[src/rtl/regfile_arbiter.sv]
// Core/debug two-port arbiter in front of the GPIO register block, all outputs registered.
// Define REGARB_DBG_PRIORITY_EN to grant debug on every simultaneous request (default: round-robin).
module regfile_arbiter #(
  parameter int unsigned RD_LATENCY = 1
) (
  input  logic        clk,
  input  logic        reset,
  input  logic        c_req,
  input  logic        c_rwn,
  input  logic [2:0]  c_addr,
  input  logic [3:0]  c_wben,
  input  logic [31:0] c_wdata,
  output logic        c_ack,
  output logic [31:0] c_rdata,
  input  logic        d_req,
  input  logic        d_rwn,
  input  logic [2:0]  d_addr,
  input  logic [3:0]  d_wben,
  input  logic [31:0] d_wdata,
  output logic        d_ack,
  output logic [31:0] d_rdata,
  output logic [2:0]  reg_addr,
  output logic        reg_rwn,
  output logic [3:0]  reg_wben,
  output logic [31:0] reg_wdata,
  input  logic [31:0] reg_rdata,
  output logic        busy,
  output logic        owner
);

  typedef enum logic [1:0] {StIdle, StIssue, StWait, StAck} state_e;

  localparam logic [1:0] CntLoad = 2'(RD_LATENCY - 1);

  state_e      state_q, state_d;
  logic [1:0]  cnt_q, cnt_d;
  logic        owner_d;
  logic        txn_rwn_q, txn_rwn_d;
  logic [2:0]  txn_addr_q, txn_addr_d;
  logic [3:0]  txn_wben_q, txn_wben_d;
  logic [31:0] txn_wdata_q, txn_wdata_d;
  logic        any_req, gnt_dbg, tie_dbg;

  logic        c_ack_d, d_ack_d, reg_rwn_d, busy_d;
  logic [31:0] c_rdata_d, d_rdata_d, reg_wdata_d;
  logic [2:0]  reg_addr_d;
  logic [3:0]  reg_wben_d;

  assign any_req = c_req | d_req;
  assign gnt_dbg = (c_req & d_req) ? tie_dbg : d_req;

`ifdef REGARB_DBG_PRIORITY_EN
  assign tie_dbg = 1'b1;
`else
  // Remembers who won the last grant; resets to debug so the core wins the first tie.
  logic last_dbg_q;
  assign tie_dbg = ~last_dbg_q;

  always_ff @(posedge clk) begin
    if (reset) begin
      last_dbg_q <= 1'b1;
    end else if (state_q == StIdle && any_req) begin
      last_dbg_q <= gnt_dbg;
    end
  end
`endif

  // State register, latched transaction and registered outputs
  always_ff @(posedge clk) begin
    if (reset) begin
      state_q     <= StIdle;
      cnt_q       <= '0;
      owner       <= 1'b0;
      txn_rwn_q   <= 1'b1;
      txn_addr_q  <= '0;
      txn_wben_q  <= '0;
      txn_wdata_q <= '0;
      c_ack       <= 1'b0;
      d_ack       <= 1'b0;
      c_rdata     <= '0;
      d_rdata     <= '0;
      reg_addr    <= '0;
      reg_rwn     <= 1'b1;
      reg_wben    <= '0;
      reg_wdata   <= '0;
      busy        <= 1'b0;
    end else begin
      state_q     <= state_d;
      cnt_q       <= cnt_d;
      owner       <= owner_d;
      txn_rwn_q   <= txn_rwn_d;
      txn_addr_q  <= txn_addr_d;
      txn_wben_q  <= txn_wben_d;
      txn_wdata_q <= txn_wdata_d;
      c_ack       <= c_ack_d;
      d_ack       <= d_ack_d;
      c_rdata     <= c_rdata_d;
      d_rdata     <= d_rdata_d;
      reg_addr    <= reg_addr_d;
      reg_rwn     <= reg_rwn_d;
      reg_wben    <= reg_wben_d;
      reg_wdata   <= reg_wdata_d;
      busy        <= busy_d;
    end
  end

  // Next-state logic
  always_comb begin
    state_d     = state_q;
    cnt_d       = cnt_q;
    owner_d     = owner;
    txn_rwn_d   = txn_rwn_q;
    txn_addr_d  = txn_addr_q;
    txn_wben_d  = txn_wben_q;
    txn_wdata_d = txn_wdata_q;
    unique case (state_q)
      StIdle: begin
        if (any_req) begin
          state_d     = StIssue;
          owner_d     = gnt_dbg;
          txn_rwn_d   = gnt_dbg ? d_rwn   : c_rwn;
          txn_addr_d  = gnt_dbg ? d_addr  : c_addr;
          txn_wben_d  = gnt_dbg ? d_wben  : c_wben;
          txn_wdata_d = gnt_dbg ? d_wdata : c_wdata;
        end
      end
      StIssue: begin
        if (txn_rwn_q) begin
          state_d = StWait;
          cnt_d   = CntLoad;
        end else begin
          state_d = StAck;
        end
      end
      StWait: begin
        if (cnt_q == 2'd0) state_d = StAck;
        else               cnt_d   = cnt_q - 2'd1;
      end
      StAck:   state_d = StIdle;
      default: state_d = StIdle;
    endcase
  end

  // Output logic: next values of the output registers, decoded from the upcoming state
  always_comb begin
    reg_addr_d  = reg_addr;
    reg_wdata_d = reg_wdata;
    reg_rwn_d   = 1'b1;
    reg_wben_d  = 4'b0000;
    c_ack_d     = 1'b0;
    d_ack_d     = 1'b0;
    c_rdata_d   = c_rdata;
    d_rdata_d   = d_rdata;
    busy_d      = (state_d != StIdle);
    if (state_d == StIssue) begin
      reg_addr_d  = txn_addr_d;
      reg_wdata_d = txn_wdata_d;
      reg_rwn_d   = txn_rwn_d;
      reg_wben_d  = txn_rwn_d ? 4'b0000 : txn_wben_d;
    end
    if (state_d == StAck) begin
      c_ack_d = ~owner_d;
      d_ack_d = owner_d;
    end
    // Final WAIT cycle: register-block data is valid now
    if (state_q == StWait && cnt_q == 2'd0) begin
      if (owner) d_rdata_d = reg_rdata;
      else       c_rdata_d = reg_rdata;
    end
  end

endmodule

[config.mk]
export PLATFORM = sky130hd
export DESIGN_NAME = regfile_arbiter
export DESIGN_NICKNAME = d
export VERILOG_FILES = /design/src/rtl/regfile_arbiter.sv
export SDC_FILE = /design/constraint.sdc
export NUM_CORES = 1
export LEC_CHECK = 0
export CAP_MARGIN = 5
export CORE_MARGIN = 2
export CORE_UTILIZATION = 35
export DETAILED_ROUTE_END_ITERATION = 8
export DONT_BUFFER_PORTS = 1
export PLACE_DENSITY = 0.52
export SYNTH_ARGS = -nofsm -noshare
export SYNTH_HDL_FRONTEND = slang
export SYNTH_SLANG_ARGS = --single-unit
[constraint.sdc]
create_clock -name clk -period 1.8 [get_ports clk]
set_input_delay 0.36 -clock clk [delete_from_list [all_inputs] [get_ports clk]]
set_output_delay 0.36 -clock clk [all_outputs]
set_load 0.005 [all_outputs]
==> results.tsv <==
stage	metric	value	unit
die	Top Ports	224	
outcome	status	complete, but fails checks	
die	core area	16500	um2
global_route	total grt overflow	0	
pwr	PD cells	1730	nW/um2
placed_design	pre-CTS setup slack	-146	ps
routing	total routed wirelength	14900	um
sta	Final TNS setup	-1110	ps
routing	Routed WL per cell	16.9	um
placed_design	Area after DPL	6180	um2
sta	period utilization	104	%
die	Die X	133	um
pwr	cell leakage power	0.00279	uW
sta	final hold violation count	0	
cells_and_area	Layout area overhead	20.3	%
yosys	library cells used by synthesis	32	
worst_setup_path	crit end category	flop	
global_route	first-pass GRT wire length	22700	um
routing	post-route ant nets	0	
die	Std-Cell Rows	47	
cells_and_area	nets@finish	768	
sta	final hold slack	49.6	ps
die	die area	17800	um2
cts	worst skew pair latency	420	ps
yosys	EDFF count, synth	0	
yosys	ys async rst share	0	%
yosys	syn_nets	767	
cts	TritonCTS Sinks	153	
cts	clock slew at reported path FFs	60	ps
worst_setup_path	startpoint types	flop	
routing	Starting DRT DRC Count	175	
placed_design	Port Buffers	0	
cells_and_area	diode count	0	
die	Die Height	133	um
sta	worst setup margin	-79.8	ps
sta	Slew Viols, Final	0	
global_route	initial antenna violation count	0	
placed_design	HPWL after DPL	9730	um
cts	root buffer cell	clkbuf_16	
yosys	Yosys Warn Count	0	
sta	Slew @ Worst Pin	367	ps
yosys	register bit total from synthesis	153	
yosys	gate count of the mapped netlist	646	
sta	Fmax	0.532	GHz
cts	Inserted Clock Buffers	17	
sta	Final Critical Period	1880	ps
sta	Max-slew headroom	75.4	%
routing	DR pass1 iterations	6	
worst_setup_path	kind of critical path	flop to flop	
cts	CTS max path bufs	2	
worst_setup_path	WP data arrival	2180	ps
yosys	Post-Syn Area	5870	um2
cts	htree depth	4	
global_route	vias in the first global route	4232	
sta	clk_skew	7.73	ps
yosys	syn_area_per_cell	9.08	um2
worst_setup_path	worst-path cell chain	inv_2, ha_4, nor2b_4, or3_4, o211ai_4, buf_12, clkbuf_16, mux2_2	
worst_setup_path	Worst Path Max Fanout	5	
die	Initial Util	35.6	%
cells_and_area	Finished Cell Area	7060	um2
routing	DRC	0	
global_route	met3 GRT Util	6.74	%
worst_hold_path	worst hold path class	input pin to flop	
pwr	Max VDD drop	0.795	mV
cells_and_area	fraction of layout cells with a size suffix above 1	17.5	%
routing	Via density	5.00	
placed_design	final RePlAce weighted congestion	0.757	
worst_setup_path	WP data required	2100	ps
flow_run	max-cap violation count	0	
global_route	met1 Use GR	19.0	%
placed_design	Cells after DPL	840	
outcome	failing checks	setup timing	
yosys	Seq/Total Area, Yosys	52.2	%
worst_setup_path	largest incremental delay on the critical path	340	ps
global_route	largest net degree at the start of global routing	112	
cells_and_area	Layout Cells excl Fill	879	
sta	setup violators final	28	
worst_setup_path	CP max stage cell	or3_4	
global_route	Most Crowded Layer GR	met2	
global_route	Total GRT Usage	16.5	%
sta	unrepaired setup endpoints after global routing	true	
yosys	Synth Flop Type	dfxtp_1	
global_route	grt met2 use	27.2	%
cts	CTS tree	yes	
routing	via count	4396	
-- sequential cells by signal (all words and copies together) (netlist names), 2 cells and up --
signal       cells
c_rdata         32
cnt_q            2
d_rdata         32
reg_addr         3
reg_wben         4
reg_wdata       32
state_q          2
txn_addr_q       3
txn_wben_q       4
txn_wdata_q     32
-- through the flow --
step                total power, uW  utilization, %
global route                  12900            42.9
CTS                           12200            42.6
detailed placement             7740            37.5
floorplan                      6870               -
global placement               7630            37.5
finish                        12200            42.9
-- routing by layer --
| metal | wire length [um] | vias to the layer above | share of wire [%] |
|---|---|---|---|
| met5 | 0 | - | 0 |
| met4 | 229 | 0 | 1.5 |
| met3 | 1250 | 16 | 8.4 |
| met2 | 7360 | 153 | 50 |
| met1 | 6020 | 2047 | 41 |
| li1 | - | 2180 | - |
-- cell usage after synthesis (3+ instances only) --
cell type    n  share of area (%)
clkbuf_1    30                1.9
inv_1        7               0.45
o21ai_0     39                3.3
mux2i_1     35                6.0
nand3_1      6               0.51
a31o_2       4               0.60
nor2b_1     36                3.8
dfxtp_1    153                 52
buf_1        3               0.19
nor3_1       7               0.60
nor2_1      14               0.90
ha_1         5                1.1
nand2_1    138                8.8
buf_6        5               0.96
mux2_2      35                6.7
a21oi_1    101                8.6
buf_2        9               0.77
-- layout by cell type (no fill, tap or decap), drive strengths merged --
cell type / count
dfxtp: 153
nand2: 138
a21oi: 101
o21ai: 39
nor2b: 36
mux2i: 35
mux2: 35
buf: 28
clkbuf: 22
nor2: 14
inv: 8
nor3: 7
nand3: 6
clkinvlp: 6
ha: 5
a31o: 4
and3: 2
nor3b: 2
or2: 2
a22oi: 2
o211ai: 2
clkinv: 2
o21a: 1
a21bo: 1
nand2b: 1
or3: 1
a31oi: 1
and2: 1
a32oi: 1
o31ai: 1
bufinv: 1
dlygate4sd3: 1
-- cell families (layout without fill, tap and decap cells) --
| kind of cell | after synthesis | in the layout | synth area share, % |
|---|---|---|---|
| AO/OA/AOI/OAI | 153 | 153 | 13.9 |
| buffers and inverters | 55 | 68 | 4.42 |
| adder cells (fa/ha/maj) | 5 | 5 | 1.07 |
| AND/OR/NAND/NOR | 210 | 210 | 15.7 |
| multiplexers | 70 | 70 | 12.7 |
| flip-flops | 153 | 153 | 52.2 |
-- where the power goes --
part           total [uW]  internal, uW  switching, uW
combinational        4310          2360           1950
clock                3300          1930           1370
sequential           4580          4150            430
-- critical path: cells and delay by family (launching register included) --
family	cells	cell delay (ps)
flops	1	330
compound gates	1	130
buf+inv	3	360
fa+ha+maj	1	160
mux	1	320
simple gates	2	460
-- final timing paths --
check / start / end / slack [ps] / cells past startpoint
worst max-delay path: state_q[1]$_SDFF_PP0_ / reg_wdata[14]$_SDFFE_PP0N_ / -80 / 8
worst min-delay path: reset / txn_wben_q[3]$_SDFF_PP0_ / 50 / 1
worst max register to register: state_q[1]$_SDFF_PP0_ / reg_wdata[14]$_SDFFE_PP0N_ / -80 / 8
worst min register to register: c_rdata[15]$_SDFFE_PP0P_ / c_rdata[15]$_SDFFE_PP0P_ / 480 / 2
-- layout make-up --
class | instances | area [um2]
clock buffer | 21 | 450
clock inverter | 10 | 97.6
fill | 1615 | 9410
inverter | 7 | 26.3
multi-input combinational | 438 | 2720
sequential | 153 | 3070
tap | 220 | 275
timing repair buffer | 30 | 425
-- repair_timing --
item / in CTS / in global routing
hold buffers: 0 / 1
endpoints found under the setup margin: 38 / 40
buffers inserted: 5 / 0
cloned: 2 / 1
endpoints found under the hold margin: 0 / 5
resized for setup: 47 / 8
pin swaps: 2 / 0
(Power assumes the default switching activity.)
